### config.mk
export PLATFORM = sky130hd
export DESIGN_NAME = min_sec_counter
export DESIGN_NICKNAME = d
export VERILOG_FILES = /design/src/rtl/min_sec_counter.sv
export SDC_FILE = /design/constraint.sdc
export NUM_CORES = 1
export LEC_CHECK = 0
export CAP_MARGIN = 5
export CORE_UTILIZATION = 48
export DETAILED_ROUTE_END_ITERATION = 6
export PLACE_DENSITY = 0.82
export SYNTH_ARGS = -nofsm -noshare
export SYNTH_HDL_FRONTEND = slang
export SYNTH_SLANG_ARGS = --single-unit
### constraint.sdc
create_clock -name clk -period 2.4 [get_ports clk]
set_input_delay 0.24 -clock clk [delete_from_list [all_inputs] [get_ports clk]]
set_output_delay 0.24 -clock clk [all_outputs]
set_load 0.02 [all_outputs]
### src/rtl/min_sec_counter.sv
// rtl/min_sec_counter.sv - BCD seconds/minutes counter with prescaler, time-set load and hour pulse
module min_sec_counter #(
    parameter int TICK_DIV = 1
) (
    input  logic       clk,
    input  logic       reset,
    input  logic       run,
    input  logic       load,
    input  logic [7:0] load_mm,
    input  logic [7:0] load_ss,
    output logic [7:0] mm,
    output logic [7:0] ss,
    output logic       tick,
    output logic       hour_ena
);

    localparam int PW = (TICK_DIV > 1) ? $clog2(TICK_DIV) : 1;
    localparam logic [PW-1:0] PRESC_MAX = PW'(TICK_DIV - 1);

    logic [PW-1:0] r_presc;
    logic [7:0]    r_ss;
    logic [7:0]    r_mm;
    logic          w_tick;
    logic          w_hour_ena;
    logic          w_ss_wrap;

    // Digit-wise 00..59 increment; never forms a binary value wider than a nibble.
    function automatic logic [7:0] bcd59_inc(input logic [7:0] v);
        logic [3:0] hi;
        logic [3:0] lo;
        hi = v[7:4];
        lo = v[3:0];
        if (lo == 4'd9) begin
            lo = 4'd0;
            hi = (hi == 4'd5) ? 4'd0 : hi + 4'd1;
        end else begin
            lo = lo + 4'd1;
        end
        return {hi, lo};
    endfunction

    function automatic logic bcd59_valid(input logic [7:0] v);
        return (v[7:4] <= 4'd5) && (v[3:0] <= 4'd9);
    endfunction

    always_comb begin
        w_tick     = run & ~reset & ~load & (r_presc == PRESC_MAX);
        w_ss_wrap  = (r_ss == 8'h59);
        w_hour_ena = w_tick & w_ss_wrap & (r_mm == 8'h59);
    end

    always_ff @(posedge clk) begin
        if (reset) begin
            r_presc <= '0;
            r_ss    <= 8'h00;
            r_mm    <= 8'h00;
        end else if (load) begin
            r_presc <= '0;
            r_ss    <= bcd59_valid(load_ss) ? load_ss : 8'h00;
            r_mm    <= bcd59_valid(load_mm) ? load_mm : 8'h00;
        end else if (w_tick) begin
            r_presc <= '0;
            r_ss    <= bcd59_inc(r_ss);
            if (w_ss_wrap) begin
                r_mm <= bcd59_inc(r_mm);
            end
        end else if (run) begin
            r_presc <= r_presc + PW'(1);
        end
    end

    assign mm       = r_mm;
    assign ss       = r_ss;
    assign tick     = w_tick;
    assign hour_ena = w_hour_ena;

endmodule
Word level (Yosys, flattened, before mapping)
Index checks and enable logic that the tools add are counted.

cells by class
  reductions and logical operators = 10
  multiplexer cells = 13
  order comparisons = 4
  add/subtract/negate cells = 5
  bitwise gates (word level) = 8
  equality and inequality tests = 6

operators with widths
  cell                   count
  $mux W8                7
  $mux W4                6
  $add A4 B1 Y4 const B  4
  $eq A8 B7 Y1 const B   2
  $eq A4 B3 Y1 const B   2
  $eq A4 B4 Y1 const B   2
  $le A4 B3 Y1 const B   2
  $le A4 B4 Y1 const B   2
  $reduce_bool A2 Y1     4
  $and A1 B1 Y1          5
  $reduce_and A2 Y1      2
  $not A1 Y1             3
  $reduce_and A3 Y1      1
  $reduce_or A3 Y1       1
  $logic_and A1 B1 Y1    2
  $add A1 B1 Y1 const B  1

storage, ports and cells
  output and inout port bits = 18
  input port bits = 20
  register bits after elaboration = 17
  logic and storage cells = 51

Logic depth before layout (Yosys ltp)
Gate-level depths: netlist of the first run.

  depth after elaboration = 6
  gate-level depth with buffers = 6
  depth with buffers taken out = 4

Worst setup path after synthesis of the first run
OpenSTA, ideal clock, no wires.

  path type = reg2out
  start point = register r_ss[0] (netlist: ss[0])
  end point = output port hour_ena
  arrival = 1.878 ns
  buffers on the path = 2
  stages on the path, launching flop included = 6
  setup slack = 0.282 ns
  required time = 2.160 ns
  path through = dfxtp_1 buf_2 nor4bb_1 buf_2 nand4_4 nor4_1

on the way
  cells in the longest elaborated chain, start to end = 3

RTL lines
  what                        line  source
  start, declared             21    logic [7:0] r_ss;
  start signal, assigned      59    r_ss <= bcd59_valid(load_ss) ? load_ss : 8'h00;
  start signal, assigned      63    r_ss <= bcd59_inc(r_ss);
  $eq A8 B7 Y1                48    w_ss_wrap = (r_ss == 8'h59);
  $and A1 B1 Y1 (2 in a row)  49    w_hour_ena = w_tick & w_ss_wrap & (r_mm == 8'h59);
  end, declared               14    output logic hour_ena

Every way passes these cells.

Worst setup path in the final report of the first run
  start point = register r_ss[3] (netlist: ss[3])
  end point = output port hour_ena

The elaborated chain is that of the path after synthesis.

==> flow_summary.toml, run 1 <==
[synthesis]
avgSynthCellArea_um2 = 8.39
synth_fa_ha_area_share_pct = 0
yosys.area.top_type = "dfxtp_1"
synth_compound_area_share_pct = 28.8
synthMuxAreaShare_pct = 1.33
synth_cell_types = 44
ys_seq_area_share_pct = 30.1
synth_top_cells_by_area = "dfxtp_1, a211oi_1, nor2_1"
yosys_warnings = 0
syn_nets = 155
synth_cells = 135
yosys.area_share.simple_pct = 31.4
synth_edf_count = 0
yosys_most_used_dff = "dfxtp_1"
syn_area_mm2 = 0.00113
synth_top_family_by_area = "simple AND/OR/NAND/NOR gates"
ys_seq_elements = 17
synth_top_area_share_pct = 30.1
async_reset_ff_share_pct = 0
synth_xor_area_share_pct = 3.09

[floorplanning]
die_area_mm2 = 0.00256
num_rows = 17
io_pins = 38
die_y_um = 50.6
die_x_um = 50.6
core_area_mm2 = 0.00221
start_util_pct = 51.2

[global_route]
grt_pass1_wl_um = 5330
use_met3_pct = 2.73
met1_usage_pct = 32.1
grt_max_degree = 19
grt_overflow_total = 0
grtUsageMet2_pct = 50.0
antenna_found_initial = 0
grt_most_used_layer = "met2"
grt_usage_pct = 27.6
grt_pass1_vias = 1187

[setup_path]
required_ps = 2160
crit_arrival_ps = 2000
r2r-start = "ss[3]$_SDFFE_PP0P_"
crit_start = "ss[3]$_SDFFE_PP0P_"
endpoint_kind = "primary output"
worstSetupPathType = "flip-flop to primary output"
crit_path_max_fanout = 8
startpoint_type = "flip-flop"

[sta]
finalCritPeriodShare_pct = 93.4
setup_viol_count_final = 0
min_period_ps = 2240
worst_slack_ps = 158
fin_worst_skew_ps = 2.41
tightest_slew_ps = 437
hold_viol = 0
slew_headroom_pct = 70.9
grt_setup_unrepaired = "false"
report.final.slew_viol_count = 0
tns_ps = 0
fmax_mhz = 446

[cts]
clock_latency_ps = 300
htree_levels = 1
ctsResizeCount = 1
cts_buffers = 3
post_cts_buffers = 0
cts_root_buffer = "clkbuf_4"
cts.clk_slew.worst_paths_ps = 100
holdBufCountCts = 0
cts_sinks = 17
cts_max_path_buffers = 2
cts_tree = "built"

[power_and_ir_drop]
leakagePower_nw = 0.535
powerDensity_mw_per_mm2 = 388
peakVddDrop_mv = 0.265

[hold_path]
hold_start = "load_ss[1]"
hold_path.class = "primary input to flip-flop"

[route]
first_pass_iters = 4
wirelength_um = 3190
antenna_left = 0
wire_per_inst_um = 15.5
via_count = 1254
viasPerCell = 6.09
drc = 0
drtIter0Drc = 32

[finish]
fin_nets = 199
area_delta_synth_final_pct = 40.7
fin_area_mm2 = 0.00159
final_common_cell = "clkdlybuf4s50_1"
antenna_cells = 0
final_cell_mix = "clkdlybuf4s50_1, dfxtp_1, nor2_1"
drive_gt1_share_pct = 10.1

[placement]
dp_hpwl_um = 2360
gp_congestion = 0.902
portBuffers = 37
place_area_mm2 = 0.00157
dp_slack_ps = -9.17

[status]
outcome = "complete, no violations"

[flow_run]
maxCapViolCount = 0
-- kinds of logic after synthesis --
family          count (synthesis)
simple gates                   56
buf+inv                        13
mux                             1
compound gates                 44
xor+xnor                        4
flops                          17
-- where the power goes --
part           internal [mW]  total (mW)  switching (mW)  leakage (nW)
logic                 0.0783       0.149          0.0705         0.382
registers              0.291       0.307          0.0153         0.138
clock network         0.0648       0.163          0.0981        0.0150
total                  0.434       0.618           0.184         0.535
-- state kept, by name (all words and copies together), names as in the netlist --
name	cells
mm	8
r_presc	1
ss	8
-- cell type report --
cell class | count | area (µm²)
clock buffer | 4 | 26.3
fill | 196 | 619
inverter | 6 | 22.5
multi-input combinational | 105 | 732
sequential | 17 | 340
tap | 28 | 35.0
timing repair buffer | 46 | 437
-- critical path, stage by stage (launching register included) --
cell           delay (ps)
dfxtp_1               430
nor4bb_1              320
buf_4                 210
nand4_4               100
nor4_1                270
dlygate4sd2_1         370
-- final timing paths --
check,cells past startpoint,end,slack (ps)
setup / recovery,5,hour_ena,160
hold / removal,3,ss[1]$_SDFFE_PP0P_,560
setup reg to reg,6,mm[1]$_SDFFE_PP0P_,550
hold reg to reg,1,r_presc$_SDFFE_PP0P_,560
-- per-layer routing --
layer  vias up  share of wire (%)
met5         -                  0
met4         0                2.0
met3         8                5.1
met2        49                 51
met1       593                 42
li1        604                  -
-- synthesized netlist by cell type (all sizes together), types with 4 or more instances --
master,instances
dfxtp,17
nor2,11
a211oi,8
a21oi,8
nand3,8
nor3,7
inv,5
nand2,5
a22oi,4
buf,4
nand2b,4
o21ai,4
-- metrics by stage --
stage / hold slack [ps] / std cells / power, mW / utilization (%)
global placement: 497 / 202 / 0.456 / 70.9
detailed placement: 551 / 202 / 0.461 / 70.9
global route: 582 / 206 / 0.642 / 72.0
CTS: 565 / 206 / 0.616 / 72.0
floorplan: 317 / 135 / 0.383 / -
finish: 561 / 206 / 0.618 / 72.0
Power figures use the tool's default switching activity.
==> run 2, diff against run 1 <==
- CORE_ASPECT_RATIO: not set -> 1.25
- CORE_UTILIZATION: 48 -> 61
- DONT_BUFFER_PORTS: not set -> 1
- PLACE_DENSITY: 0.82 -> 0.75
==> flow_summary.toml, run 2 (same netlist as run 1, synthesis figures left out) <==
[finish]
final_cell_mix = "dfxtp_1, nor2_1, nand3_1, a211oi_1, a21oi_1"
fin_nets = 159
area_delta_synth_final_pct = 5.30
drive_gt1_share_pct = 10.1
antenna_cells = 0
final_common_cell = "dfxtp_1"
fin_util_pct = 68.4

[floorplanning]
die_y_um = 50.2
die_area_mm2 = 0.00203
start_util_pct = 64.9
io_pins = 38
die_x_um = 40.5
core_area_mm2 = 0.00174
num_rows = 17

[placement]
gp_congestion = 0.746
dp_hpwl_um = 1980
dp_slack_ps = 524
portBuffers = 0

[power_and_ir_drop]
powerDensity_mw_per_mm2 = 455
leakagePower_nw = 0.380
peakVddDrop_mv = 0.288
p_total_mw = 0.542

[global_route]
grt_pass1_vias = 998
grt_max_degree = 20
grt_pass1_wl_um = 4060
grt_usage_pct = 27.9
grt_overflow_total = 0
antenna_found_initial = 0

[setup_path]
crit_path_frequent_cell = "buf_4"
endpoint_kind = "primary output"
worstSetupPathType = "flip-flop to primary output"
startpoint_type = "flip-flop"
cp_cell_sequence = "nor4bb_1 > buf_4 > nand4_4 > nor4_1 > buf_4"
crit_arrival_ps = 2000
crit_path_max_fanout = 8
crit_path_top_delay_cell = "dfxtp_1"
max_stage_delay_ps = 530
required_ps = 2160

[route]
wirelength_um = 2700
viasPerCell = 7.05
drtIter0Drc = 26
via_count = 1107
antenna_left = 0
wire_per_inst_um = 17.2
drc = 0
first_pass_iters = 4

[sta]
min_period_ps = 2240
worst_slack_ps = 164
slew_headroom_pct = 60.2
tightest_slew_ps = 593
report.final.slew_viol_count = 0
grt_setup_unrepaired = "false"
setup_viol_count_final = 0
fmax_mhz = 447
whs_ps = 6.11
tns_ps = 0
hold_viol = 0
fin_worst_skew_ps = 1.70
finalCritPeriodShare_pct = 93.2

[status]
outcome = "complete, no violations"

[cts]
cts_max_path_buffers = 2
post_cts_buffers = 0
htree_levels = 1
cts_sinks = 17
cts_root_buffer = "clkbuf_4"
clock_latency_ps = 290
cts_tree = "built"
cts_buffers = 3
cts.clk_slew.worst_paths_ps = 100

[hold_path]
hold_path.class = "primary input to flip-flop"

[flow_run]
maxCapViolCount = 0
run 2: cell count changes in the layout (fill, tap and decap cells not counted), sizes merged:
| cell | delta |
|---|---|
| clkdlybuf4s50 | -36 |
| buf | -4 |
| dlygate4sd2 | -1 |
| dlygate4sd3 | +1 |
run 2: worst paths after layout:
| path | from | to | slack (ps) | depth (start not counted) |
|---|---|---|---|---|
| setup / recovery | ss[3]$_SDFFE_PP0P_ | hour_ena | 160 | 5 |
| hold / removal | reset | ss[5]$_SDFFE_PP0P_ | 6 | 1 |
| setup reg to reg | ss[3]$_SDFFE_PP0P_ | mm[1]$_SDFFE_PP0P_ | 540 | 5 |
| hold reg to reg | r_presc$_SDFFE_PP0P_ | r_presc$_SDFFE_PP0P_ | 560 | 1 |
run 2: area by class of cell:
cell class | count | area (µm²)
Sequential cell | 17 | 340
Tap cell | 19 | 23.8
Clock buffer | 4 | 26.3
Inverter | 6 | 22.5
Fill cell | 147 | 552
Multi-Input combinational cell | 105 | 732
Timing Repair Buffer | 6 | 47.5
run 2: power by group:
group          internal [mW]  switching, mW
Clock                 0.0646         0.0938
Sequential             0.291         0.0261
Combinational         0.0332         0.0334
run 2: critical path: cells and delay by family, from the launching register on:
family	cells	cell delay, ps
buffers and inverters	2	410
DFF	1	530
and+or+nand+nor	3	770
run 2: routing by layer:
| metal | vias to the layer above | global-route usage [%] | share of wire, % |
|---|---|---|---|
| li1 | 530 | - | - |
| met1 | 539 | 33.3 | 41 |
| met2 | 36 | 48.1 | 54 |
| met3 | 2 | 4.42 | 4.9 |
| met4 | 0 | 8.33 | 0.44 |
| met5 | - | 0 | 0 |
run 2: through the flow:
step / cells / instance area, µm²
global placement: 152 / 1160
finish: 157 / 1190
CTS: 157 / 1190
global route: 157 / 1190
floorplan: 135 / 1130
detailed placement: 152 / 1160
run 2: repair_timing:
action,4_1_cts,5_1_grt
hold buffers,1,0
hold endpoints to repair,1,0
gates resized for setup,0,0
==> run 3, diff against run 2 <==
- CORE_UTILIZATION: 61 -> 55
- PLACE_DENSITY: 0.75 -> 0.71
- clock period: 2.4 -> 1.98 ns (I/O delays scaled with it)
==> flow_summary.toml, run 3 (same netlist as run 1, synthesis figures left out) <==
[status]
outcome = "complete, no violations"

[finish]
ff_latch_area_um2 = 340
multi_input_area_um2 = 744
drive_gt1_share_pct = 17.9
fin_nets = 172
nFillCells = 167
final_common_cell = "dfxtp_1"
area_delta_synth_final_pct = 15.6
final_cell_mix = "dfxtp_1, buf_4, nor2_1"
antenna_cells = 0

[sta]
hold_viol = 0
grt_setup_unrepaired = "false"
min_period_ps = 1860
fmax_mhz = 537
report.final.slew_viol_count = 0
tightest_slew_ps = 582
setup_viol_count_final = 0
tns_ps = 0
finalCritPeriodShare_pct = 94.1
fin_worst_skew_ps = 6.90
worst_slack_ps = 117
slew_headroom_pct = 61.0

[setup_path]
worstPathBufferInverterCount = 1
crit_arrival_ps = 1670
worstSetupPathType = "flip-flop to primary output"
startpoint_type = "flip-flop"
crit_path_top_delay_cell = "nor4b_4"
endpoint_kind = "primary output"
cpLargestDelayFamily = "simple AND/OR/NAND/NOR gates"
max_stage_delay_ps = 390
crit_path_max_fanout = 6
required_ps = 1780
cp_cell_sequence = "nor4b_4 > nand4_4 > nor4_2 > buf_4"

[placement]
gp_congestion = 0.891
portBuffers = 0
dp_hpwl_um = 2110
dp_slack_ps = 330

[global_route]
antenna_found_initial = 0
grt_overflow_total = 0
grt_pass1_wl_um = 4790
grt_max_degree = 19
grt_usage_pct = 27.8
grt_pass1_vias = 1075

[route]
antenna_left = 0
viasPerCell = 6.79
wire_per_inst_um = 17.3
via_count = 1161
wirelength_um = 2960
drc = 0
drtIter0Drc = 42
first_pass_iters = 5

[cts]
cts_max_path_buffers = 2
cts.clk_slew.worst_paths_ps = 100
cts_buffers = 3
cts_root_buffer = "clkbuf_4"
cts_tree = "built"
clock_latency_ps = 290
cts_sinks = 17
htree_levels = 1

[power_and_ir_drop]
peakVddDrop_mv = 0.331
powerDensity_mw_per_mm2 = 516
p_total_mw = 0.675
leakagePower_nw = 0.448

[floorplanning]
start_util_pct = 57.8
die_y_um = 52.7
core_area_mm2 = 0.00196
num_rows = 18
io_pins = 38
die_area_mm2 = 0.00225
die_x_um = 42.6

[hold_path]
hold_path.class = "primary input to flip-flop"

[flow_run]
maxCapViolCount = 0
run 3: changes by cell type in the layout (fill, tap and decap cells not counted):
cell and change:
buf_4 +11, dlygate4sd3_1 +2, nor4_1 -1, nor4_2 +1
nor4bb_1 -1, nor4bb_2 +1
run 3: where the power goes:
group	total (mW)	internal (mW)	switching, mW	leakage (nW)
combinational	0.113	0.0511	0.0618	0.294
sequential	0.372	0.353	0.0194	0.138
clock	0.189	0.0783	0.111	0.0150
run 3: path summary, 6_finish.rpt:
| kind | from | end | slack, ps | cells after the start |
|---|---|---|---|---|
| min | load_ss[1] | ss[1]$_SDFFE_PP0P_ | 50 | 2 |
| max | r_presc$_SDFFE_PP0P_ | hour_ena | 120 | 4 |
| min reg2reg | r_presc$_SDFFE_PP0P_ | r_presc$_SDFFE_PP0P_ | 560 | 1 |
| max reg2reg | mm[3]$_SDFFE_PP0P_ | mm[6]$_SDFFE_PP0P_ | 350 | 4 |
run 3: area by class of cell:
class | instances | area share (%)
well taps | 20 | 1.91
flip-flops and latches | 17 | 26.0
repair buffers | 19 | 11.5
inverters | 6 | 1.72
clock buffers | 4 | 2.01
multi-input cells | 105 | 56.9
run 3: timing repair:
action	4_1_cts	5_1_grt
endpoints found under the hold margin	13	0
buffers inserted	0	4
resized for setup	0	1
endpoints found under the setup margin	0	1
hold buffers	3	0
run 3: routing by layer:
layer / track usage (%) / up-vias / wire length, µm
li1: - / 554 / -
met3: 4.83 / 4 / 231
met4: 9.90 / 0 / 23
met2: 50.8 / 63 / 1570
met5: 0 / - / 0
met1: 32.3 / 540 / 1130
run 3: metrics by stage:
stage / hold slack [ps] / instances / area [µm²] / util (%)
2_1_floorplan: 275 / 135 / 1140 / -
3_3_place_gp: 271 / 160 / 1220 / 62.1
3_5_place_dp: 274 / 160 / 1220 / 62.1
4_1_cts: 37.3 / 167 / 1270 / 64.9
5_1_grt: 58.3 / 171 / 1310 / 66.8
6_report: 49.5 / 171 / 1310 / 66.8
run 3: worst register-to-register path, cell delays in order (launching register included):
cell and delay [ps]:
dfxtp_1 510, nor4bb_1 370, a41o_1 350, nor2_1 70
a311oi_1 240
